## src/rtl/rcu_pkg.sv

```systemverilog
// Shared definitions for the RISC multi-cycle control unit: opcodes, bus mux sources,
// ALU operations and the controller state encoding.
package rcu_pkg;

    localparam logic [3:0] OpNop  = 4'h0;
    localparam logic [3:0] OpAdd  = 4'h1;
    localparam logic [3:0] OpSub  = 4'h2;
    localparam logic [3:0] OpAnd  = 4'h3;
    localparam logic [3:0] OpOr   = 4'h4;
    localparam logic [3:0] OpLdi  = 4'h5;
    localparam logic [3:0] OpLd   = 4'h6;
    localparam logic [3:0] OpSt   = 4'h7;
    localparam logic [3:0] OpBeqz = 4'h8;
    localparam logic [3:0] OpJmp  = 4'h9;
    localparam logic [3:0] OpHalt = 4'hF;

    localparam logic [2:0] BusRfA  = 3'd0;
    localparam logic [2:0] BusRfB  = 3'd1;
    localparam logic [2:0] BusAlu  = 3'd2;
    localparam logic [2:0] BusMdr  = 3'd3;
    localparam logic [2:0] BusPc   = 3'd4;
    localparam logic [2:0] BusSext = 3'd5;
    localparam logic [2:0] BusZext = 3'd6;
    localparam logic [2:0] BusZero = 3'd7;

    localparam logic [1:0] AluAdd = 2'b00;
    localparam logic [1:0] AluSub = 2'b01;
    localparam logic [1:0] AluAnd = 2'b10;
    localparam logic [1:0] AluOr  = 2'b11;

    typedef enum logic [2:0] {
        StFetch,
        StDecode,
        StExec,
        StMem,
        StWb,
        StHalt
    } state_e;

    function automatic logic [1:0] alu_op_of(input logic [3:0] op);
        case (op)
            OpSub:   return AluSub;
            OpAnd:   return AluAnd;
            OpOr:    return AluOr;
            default: return AluAdd;
        endcase
    endfunction

endpackage

```

## src/rtl/rcu_decode.sv

```systemverilog
// Combinational opcode classifier; exactly one class output is high for any opcode.
module rcu_decode
    import rcu_pkg::*;
#(
    parameter int unsigned OPW = 4
) (
    input  logic [OPW-1:0] op,
    output logic           is_nop,
    output logic           is_alu,
    output logic           is_ldi,
    output logic           is_ld,
    output logic           is_st,
    output logic           is_br,
    output logic           is_jmp,
    output logic           is_halt,
    output logic           is_illegal
);

    always_comb begin
        is_nop     = 1'b0;
        is_alu     = 1'b0;
        is_ldi     = 1'b0;
        is_ld      = 1'b0;
        is_st      = 1'b0;
        is_br      = 1'b0;
        is_jmp     = 1'b0;
        is_halt    = 1'b0;
        is_illegal = 1'b0;
        case (op)
            OpNop:                     is_nop     = 1'b1;
            OpAdd, OpSub, OpAnd, OpOr: is_alu     = 1'b1;
            OpLdi:                     is_ldi     = 1'b1;
            OpLd:                      is_ld      = 1'b1;
            OpSt:                      is_st      = 1'b1;
            OpBeqz:                    is_br      = 1'b1;
            OpJmp:                     is_jmp     = 1'b1;
            OpHalt:                    is_halt    = 1'b1;
            default:                   is_illegal = 1'b1;
        endcase
    end

endmodule

```

## src/rtl/rcu_multicycle_ctrl.sv

```systemverilog
// Multi-cycle FETCH/DECODE/EXEC/MEM/WB sequencer driving the datapath bus mux select
// and all datapath load/write enables.
module rcu_multicycle_ctrl
    import rcu_pkg::*;
#(
    parameter int unsigned OPW = 4
) (
    input  logic        CLK,
    input  logic        RST_N,
    input  logic [15:0] instr,
    input  logic        zero_flag,
    input  logic        mem_ready,
    output logic [2:0]  bus_sel,
    output logic        ir_load,
    output logic        pc_inc,
    output logic        pc_load,
    output logic        rf_we,
    output logic        mdr_load,
    output logic [1:0]  alu_op,
    output logic        mem_req,
    output logic        mem_we,
    output logic        halted,
    output logic        illegal
);

    state_e state_q, state_d;
    logic   illegal_q, illegal_d;

    logic [OPW-1:0] op;
    logic           is_nop, is_alu, is_ldi, is_ld, is_st, is_br, is_jmp, is_halt, is_illegal;
    logic           unused_instr;

    assign op           = instr[15 -: OPW];
    assign unused_instr = ^instr[15-OPW:0];

    rcu_decode #(
        .OPW (OPW)
    ) u_decode (
        .op         (op),
        .is_nop     (is_nop),
        .is_alu     (is_alu),
        .is_ldi     (is_ldi),
        .is_ld      (is_ld),
        .is_st      (is_st),
        .is_br      (is_br),
        .is_jmp     (is_jmp),
        .is_halt    (is_halt),
        .is_illegal (is_illegal)
    );

    always_ff @(posedge CLK or negedge RST_N) begin
        if (!RST_N) begin
            state_q   <= StFetch;
            illegal_q <= 1'b0;
        end else begin
            state_q   <= state_d;
            illegal_q <= illegal_d;
        end
    end

    assign illegal_d = illegal_q | ((state_q == StDecode) && is_illegal);
    assign illegal   = illegal_q;
    assign halted    = (state_q == StHalt);

    always_comb begin
        state_d  = state_q;
        bus_sel  = BusRfA;
        ir_load  = 1'b0;
        pc_inc   = 1'b0;
        pc_load  = 1'b0;
        rf_we    = 1'b0;
        mdr_load = 1'b0;
        alu_op   = AluAdd;
        mem_req  = 1'b0;
        mem_we   = 1'b0;

        unique case (state_q)
            StFetch: begin
                bus_sel = BusPc;
                mem_req = 1'b1;
                if (mem_ready) begin
                    ir_load = 1'b1;
                    pc_inc  = 1'b1;
                    state_d = StDecode;
                end
            end
            StDecode: begin
                if (is_nop) begin
                    state_d = StFetch;
                end else if (is_halt || is_illegal) begin
                    state_d = StHalt;
                end else begin
                    state_d = StExec;
                end
            end
            StExec: begin
                state_d = StFetch;
                if (is_alu) begin
                    alu_op  = alu_op_of(op);
                    bus_sel = BusAlu;
                    state_d = StWb;
                end else if (is_ldi) begin
                    bus_sel = BusSext;
                    state_d = StWb;
                end else if (is_ld || is_st) begin
                    mem_req = 1'b1;
                    mem_we  = is_st;
                    state_d = StMem;
                end else if (is_br) begin
                    // Taken branch: ALU forms PC + sext(imm6) and PC loads from the bus.
                    if (zero_flag) begin
                        pc_load = 1'b1;
                        bus_sel = BusAlu;
                    end
                end else if (is_jmp) begin
                    pc_load = 1'b1;
                end
            end
            StMem: begin
                mem_req = 1'b1;
                mem_we  = is_st;
                if (mem_ready) begin
                    mdr_load = is_ld;
                    state_d  = is_ld ? StWb : StFetch;
                end
            end
            StWb: begin
                rf_we   = 1'b1;
                state_d = StFetch;
                if (is_ld) begin
                    bus_sel = BusMdr;
                end else if (is_ldi) begin
                    bus_sel = BusSext;
                end else begin
                    bus_sel = BusAlu;
                    alu_op  = alu_op_of(op);
                end
            end
            StHalt: begin
            end
            default: state_d = StFetch;
        endcase

        // Reset parks the FSM in FETCH; keep the memory request and fetch enables quiet
        // until reset is released.
        if (!RST_N) begin
            mem_req = 1'b0;
            ir_load = 1'b0;
            pc_inc  = 1'b0;
        end
    end

endmodule

```

## config.mk

```make
export PLATFORM = sky130hd
export DESIGN_NAME = rcu_multicycle_ctrl
export DESIGN_NICKNAME = d
export VERILOG_FILES = /design/src/rtl/rcu_pkg.sv /design/src/rtl/rcu_decode.sv /design/src/rtl/rcu_multicycle_ctrl.sv
export SDC_FILE = /design/constraint.sdc
export NUM_CORES = 1
export LEC_CHECK = 0
export CORE_MARGIN = 2
export CORE_UTILIZATION = 37
export DETAILED_ROUTE_END_ITERATION = 10
export GPL_ROUTABILITY_DRIVEN = 0
export PLACE_DENSITY = 0.78
export SLEW_MARGIN = 20
export SYNTH_ARGS = -nofsm -noshare
export SYNTH_HDL_FRONTEND = slang
export SYNTH_HIERARCHICAL = 1
export SYNTH_SLANG_ARGS = --single-unit
```

## constraint.sdc

```tcl
create_clock -name CLK -period 2.76 [get_ports CLK]
set_clock_uncertainty 0.2 [all_clocks]
set_input_delay 0.552 -clock CLK [delete_from_list [all_inputs] [get_ports CLK]]
set_output_delay 0.552 -clock CLK [all_outputs]
set_load 0.05 [all_outputs]
```

==> reports/results.txt, run 1 <==
The flow ran to the end, and the final reports show no timing, DRC or antenna violations. The tools report the final count of pins violating max slew as 0. Dividing total power by cell area gives a power density of 634 nW/um2. For the number of fillers in the final layout, the log shows 108. The worst setup path is launched from an input port.

The logs give 0 for the number of max-cap violations and 1360 um for the HPWL after detailed placement. The worst hold path class is register to register. Once detail routing completed, the nets flagged for antenna violations numbered 0.

The count of final hold-check violations was 0. The detailed router's first-iteration violation count is 7, and the number of synthesized flops with an enable pin is 0. The worst pin sits at a relative slew slack of 66.9%. The tools report the met1 capacity usage during global routing as 27.7%. The highest-utilization routing layer at the global route stage is met2. The critical path goes through buf_6, nand2b_4, nor3b_4, nor2_2, o311a_1, nor4b_4, buf_12.

The first-pass iteration count of the detailed router was 4; the total die area was 1930 um2. The global-route wire length before repair was 3160 um; the share of post-route cells with drive strength above 1 was 49.2%. The run gives 74.0% as the final standard cell utilization of the core.

Synthesis produced a netlist with a net count of 104. Arrival time at the worst endpoint: 1970 ps. The flip-flop and latch count after synthesis was 4; the chip height was 43.9 um.

After clock tree synthesis, the clock-pin slew on the worst setup and hold paths is 30 ps. Global routing used 21.9% of the available tracks across all layers. CTS saw 4 sinks.

The clock latency reported for the late side of the worst-skew pair was 230 ps. In the final layout, the multi-input gates occupy 518 um2. The async set or reset register ratio after synthesis came out at 100%.

Area share of and/or/nand/nor cells after synthesis: 46.9%. For this configuration, the core starts out at a cell density of 39.1%. By startpoint and endpoint, the worst setup path is classified as input port to output pin.

The die boundary width came out at 43.9 um. The worst setup path is captured at an output pin. The H-tree depth reported by CTS came out at 1. The run gives 3.33% as the met3 layer usage reported by global route. After detailed routing, the total wire length is 1770 um. The layout net count is 144. Setup total negative slack on the finished layout was measured at 0 ps.

The transition time of the tightest slew-check pin was 495 ps. TritonCTS built the clock tree. For this run, the leading register cell type out of synthesis is sky130_fd_sc_hd__dfrtp_1. The top cell types in the final layout, fill and taps aside, are 23 x sky130_fd_sc_hd__buf_4, 9 x sky130_fd_sc_hd__buf_12, 8 x sky130_fd_sc_hd__nor2_1.

After detailed routing, the number of remaining DRC violations is 0. The largest individual stage delay along the critical path comes from the cell sky130_fd_sc_hd__o311a_1. The average instance in the mapped netlist occupies 7.02 um2. The final global-route overflow total is 0. The area taken by flip-flops and latches was 100 um2; the largest incremental delay on the critical path was 390 ps. The worst path in the final design needs a cycle of 2720 ps, including I/O delays and setup.

The kind of cell with the highest combined delay along the critical path is simple AND/OR/NAND/NOR gates. The antenna diode count is 0, and the mux contribution to synthesized area is 0%. After layout, the worst path uses 98.6% of the clock period. The core region is 1510 um2. The number of antenna violations at the first check in global routing is 0, and the total power after layout is 0.707 mW.

Of the total synthesized cell area, the portion taken by full adders, half adders and majority gates is 0%. The peak ir drop on the vdd network is 0.593 mV, and the post-detailed-route via-to-cell ratio is 5.41. The floorplan row count is 14. Timing would allow up to 368 MHz.

For the number of library cell types mapped by synthesis, the log shows 37. For this run, global-route usage on met2 was measured as 37.1%. For this block, the via count after detailed routing is 747. In this run the cell area of the synthesized design comes to 589 um2.

CTS root buffer: sky130_fd_sc_hd__clkbuf_4. Setup repair after global routing could not meet its margin everywhere. The area growth from synthesis to layout is 89.2%. For the maximum number of pins on one net before global-route repair, the log shows 17. After synthesis, the largest family of logic cells by area is simple AND/OR/NAND/NOR gates. The run gives 757 as the via count of the first global-routing pass. The clock passes through at most 2 buffers. 34 I/O pins were placed. The cell count after synthesis was 84; the sequential-to-total area share from yosys stat was 17.0%. For the worst endpoint required time, the log shows 2010 ps. The count of input and output buffers is 21, and the critical-path maximum fanout is 3. Synthesis warning total: 6. The synthesized netlist devotes 1.49% of its cell area to XOR and XNOR gates. Leaving out fill and tap cells, the most frequent cell in the layout is sky130_fd_sc_hd__buf_4. In the final routed layout, each cell accounts on average for 12.8 um. For this design, the CTS-stage hold fixing added 0 buffers.

Setup violations remaining at the end of the flow were counted as 0. Fraction of the mapped netlist area in compound gates: 26.1%. Number of clock buffers inserted by TritonCTS: 3. The tools report the reported leakage power as 0.457 nW. Number of buffer and inverter instances along the worst setup path: 2.
flip-flops by register name (all words and copies together) (netlist names):
name and cells:
state_q 3, illegal 1
what timing repair did:
action | in CTS | in global routing
pin swaps | 10 | 4
buffers inserted | 3 | 0
setup endpoints to repair | 9 | 4
gates resized for setup | 22 | 6
cells by family after synthesis:
| group | count (synthesis) |
|---|---|
| AOI/OAI and AO/OA | 24 |
| buffers and inverters | 9 |
| DFF | 4 |
| xor gates and xnor gates | 1 |
| and+or+nand+nor | 46 |
cell usage after synthesis (2+ instances only):
library cell / count / share of area [%]
sky130_fd_sc_hd__o22ai_1: 2 / 2.1
sky130_fd_sc_hd__nor2_1: 10 / 6.4
sky130_fd_sc_hd__dfrtp_1: 4 / 17
sky130_fd_sc_hd__nor3_1: 5 / 4.2
sky130_fd_sc_hd__nor2b_1: 4 / 4.2
sky130_fd_sc_hd__nand2b_1: 4 / 4.2
sky130_fd_sc_hd__nor4_1: 2 / 2.1
sky130_fd_sc_hd__nor3b_1: 2 / 2.5
sky130_fd_sc_hd__nand2_1: 7 / 4.5
sky130_fd_sc_hd__a21oi_1: 6 / 5.1
sky130_fd_sc_hd__buf_2: 4 / 3.4
sky130_fd_sc_hd__buf_4: 3 / 3.8
sky130_fd_sc_hd__inv_1: 2 / 1.3
sky130_fd_sc_hd__o21ai_0: 6 / 5.1
where the power goes:
part           switching, mW  internal, mW
sequential           0.00867        0.0775
clock                 0.0206        0.0484
combinational          0.323         0.228
layer usage:
layer | vias up | wire (um)
met1 | 357 | 774
li1 | 379 | -
met3 | 2 | 31
met2 | 9 | 954
met4 | 0 | 8
met5 | - | 0
path summary, 6_finish.rpt:
check	start	end	slack [ps]	depth (start not counted)
max in group asynchronous	RST_N	state_q[0]$_DFFE_PN0P_	1820	1
setup / recovery	instr[15]	mem_req	40	7
min in group asynchronous	RST_N	state_q[2]$_DFFE_PN0P_	350	1
hold / removal	illegal$_DFF_PN0_	illegal$_DFF_PN0_	260	1
setup reg to reg	state_q[1]$_DFFE_PN0P_	state_q[2]$_DFFE_PN0P_	1260	4
hold reg to reg	illegal$_DFF_PN0_	illegal$_DFF_PN0_	260	1
worst register-to-register path, cell delays in order, from the launching register on:
cell and delay [ps]:
sky130_fd_sc_hd__dfrtp_1 370, sky130_fd_sc_hd__buf_4 190, sky130_fd_sc_hd__nor2b_1 280, sky130_fd_sc_hd__o21ai_0 170
sky130_fd_sc_hd__a21bo_2 230
area by class of cell:
type / count / share of cell area (%)
Sequential cell: 4 / 8.98
Inverter: 2 / 0.673
Multi-Input combinational cell: 71 / 46.5
Tap cell: 16 / 1.80
Timing Repair Buffer: 42 / 40.1
Clock buffer: 3 / 2.02
stage by stage:
stage,cells,hold slack (ps),setup WS (ps),cell area (um2)
floorplan,84,56.4,-141,644
global placement,132,253,-386,1040
detailed placement,132,253,-408,1040
CTS,138,261,31.7,1110
global route,138,294,-28.8,1110
finish,138,256,40.0,1110
No activity file was read; power rests on OpenSTA's default activity.
==> run 2, diff against run 1 <==
CORE_UTILIZATION = 35   (was 37)
PLACE_DENSITY = 0.75   (was 0.78)
==> reports/results.txt, run 2 (synthesis results as in run 1) <==
Count of input and output buffers: 21 (unchanged). The arrival time at the worst endpoint came out at 2010 ps (+40 ps). The tools report the fraction of power consumed by the clock network as 9.9% (about the same).

The count of nets left with antenna violations after detail routing is 0 (unchanged). For the final count of pins violating max slew, the log shows 0 (unchanged). The initial core utilization came out at 38.2% (-0.89 points). In this run the most critical hold path is launched from illegal$_DFF_PN0_.

The run gives 100 um2 (unchanged) as the area taken by flip-flops and latches. The worst register-to-register path ends at state_q[2]$_DFFE_PN0P_. The final count of negative-setup-slack endpoints came out at 0 (unchanged).

Number of cells in the finished layout apart from fillers: 136 (-1.4%). The proportion of total power due to net switching is 51.3% (+1.4 points). The run gives 735 (-2.9%) as the via count of the first global-routing pass.

The register with the most flip-flops in the final layout is state_q. The count of final hold-check violations is 0 (unchanged), and the critical-path maximum fanout is 3 (unchanged). The sink count of the clock tree is 4 (unchanged), and the first-pass iteration count of the detailed router is 4 (unchanged).

In this run the critical register-to-register path is launched from state_q[0]$_DFFE_PN0P_. The number of flip-flops under the largest register name is 3 (unchanged). The clock latency reported for the late side of the worst-skew pair is 230 ps (about the same). The run gives 0.337 mW (-4.9%) as the internal power component. The run gives 1100 ps (-160 ps) as the slack of the worst reg-to-reg path. Peak ir drop on the vdd network: 0.591 mV (-0.40%). The transition time of the tightest slew-check pin is 501 ps (+6.33 ps), and the final wirelength is 1810 um (+2.4%). STA classifies the critical path endpoint as an output pin.

The post-layout instance area is 1120 um2 (+0.34%), and the number of max-cap violations is 0 (unchanged). The tools report the HPWL after detailed placement as 1340 um (-1.3%). Vias after detailed routing: 763 (+2.1%). The final critical-path setup slack is 2.02 ps (-38.0 ps). TritonCTS built the clock tree. The run gives 3040 um (-3.9%) as the global-route wire length before repair.

The worst hold path stage count is 1 (unchanged), and the instance area after placement is 1030 um2 (-1.7%). The reported leakage power was 0.455 nW (-0.56%). In the layout the commonest cells are 21 x sky130_fd_sc_hd__buf_4, 9 x sky130_fd_sc_hd__buf_12, 8 x sky130_fd_sc_hd__nor2_1. The total negative setup slack is 0 ps (unchanged), and the deepest clock path buffer count is 2 (unchanged). Commonest non-fill, non-tap cell in the layout: sky130_fd_sc_hd__buf_4.

The floorplan row count is 14 (unchanged). The overall routing resource usage was 20.0% (-1.9 points). The detail-routed net length per standard cell came out at 13.3 um (+3.9%).

The number of cells on the worst reg-to-reg path works out to 3 (-1). The run finished with clean final reports. For hold timing, the worst endpoint is illegal$_DFF_PN0_. The total power divided by cell area was 619 nW/um2 (-2.4%); the multi-input logic area was 542 um2 (+4.6%). The number of clock buffers inserted by TritonCTS was 3 (unchanged); the worst endpoint required time was 2010 ps (about the same).

The final global-route overflow total is 0 (unchanged), and the residual DRC count is 0 (unchanged). The layout net count is 142 (-1.4%), and the post-layout minimum cycle time is 2760 ps (+38.0 ps). The tools report the fmax as 363 MHz (-1.4%). For the count of boundary I/O pins, the log shows 34 (unchanged). The post-detailed-route via-to-cell ratio was 5.61 (+3.6%). The quantity of hold-fixing buffers added after cts is 0 (unchanged). The number of antenna violations at the first check in global routing was 0 (unchanged); the part of the power in combinational logic was 68.6% (-9.5 points). Relative to the synthesized area, the layout overhead comes to 89.8%. The die boundary width was 45.0 um (+2.6%).

The core area is 1540 um2 (+2.3%). The maximum number of pins on one net before global-route repair is 18 (+1). The smallest hold slack is 257 ps (+0.855 ps), and the detailed router's first-iteration violation count is 10 (+3). Kind of start point of the critical path: an input port. The share of post-route cells with drive strength above 1 was 51.7% (+2.5 points).

The total placed cells including tap cells is 130 (-1.5%). The tree is rooted in a sky130_fd_sc_hd__clkbuf_4. Setup repair after global routing could not meet its margin everywhere. The tightest slew margin relative to the limit came out at 66.5% (-0.42 points).

The critical path is of the input port to output pin type. Start point of the critical path: instr[15]. The fraction of the cycle the final worst path needs works out to 99.9% (+1.4 points). Total die area: 2030 um2 (+5.2%).

The post-place setup slack came out at -417 ps (-9.42 ps). For the number of fillers in the final layout, the log shows 108 (unchanged). The antenna diode count was 0 (unchanged); the chip height was 45.0 um (+2.6%).

Clock transition at the registers of the reported paths: 30 ps (about the same). The tools report the net load switching power as 0.355 mW (+0.74%). For the part of the total power dissipated in sequential elements, the log shows 21.6% (+9.4 points).

The tightest min-delay check is of the register to register type. For the H-tree depth reported by CTS, the log shows 1 (unchanged).
==> run 2: cell count changes in the layout (fill, tap and decap cells not counted), sizes merged <==
cell           before  now
buf                37   36
clkdlybuf4s50       5    4
==> run 2: through the flow <==
step	utilization (%)	total power, mW
after global routing	72.6	0.733
final	72.6	0.692
after floorplan	-	0.434
after CTS	71.7	0.690
after detailed placement	66.6	0.594
after global placement	66.6	0.583
==> run 2: worst max-delay path by stage <==
stage	to	slack, ps	cells past startpoint
floorplan	alu_op[0]	-140	6
global placement	mem_req	-390	7
detailed placement	mem_req	-420	6
CTS	mem_req	-20	7
global route	mem_req	-60	7
finish	mem_req	2	7
==> run 2: area by class of cell <==
type,count,share of cell area [%]
clock buffers,3,2.01
inverters,2,0.671
multi-input cells,71,48.4
flip-flops and latches,4,8.95
well taps,16,1.79
repair buffers,40,38.1
==> run 2: power groups by stage <==
stage          Clock, mW  Combinational [mW]  Sequential (mW)
2_1_floorplan          0               0.338           0.0960
3_3_place_gp           0               0.442            0.141
3_5_place_dp           0               0.451            0.143
4_1_cts           0.0729               0.471            0.147
5_1_grt           0.0727               0.504            0.156
6_report          0.0684               0.475            0.149
==> run 2: layer usage <==
metal / up-vias / GRT usage (%) / share of wire (%) / wire (um)
li1: 380 / - / - / -
met4: 0 / 8.24 / 1.0 / 19
met5: - / 0 / 0 / 0
met2: 19 / 36.3 / 54 / 978
met3: 2 / 0 / 2.6 / 47
met1: 362 / 24.8 / 42 / 766
==> run 2: worst max-delay path: stages <==
cell and delay (ps):
sky130_fd_sc_hd__buf_6 90, sky130_fd_sc_hd__nand2b_4 150, sky130_fd_sc_hd__nor3b_4 230, sky130_fd_sc_hd__nor2_2 60
sky130_fd_sc_hd__o311a_1 400, sky130_fd_sc_hd__nor4b_4 340, sky130_fd_sc_hd__buf_12 180
==> run 2: timing repair <==
| item | CTS | global route |
|---|---|---|
| pin swaps | 7 | 8 |
| setup buffers | 2 | 1 |
| hold endpoints to repair | 0 | 0 |
| gates resized for setup | 17 | 12 |
| setup endpoints to repair | 9 | 7 |
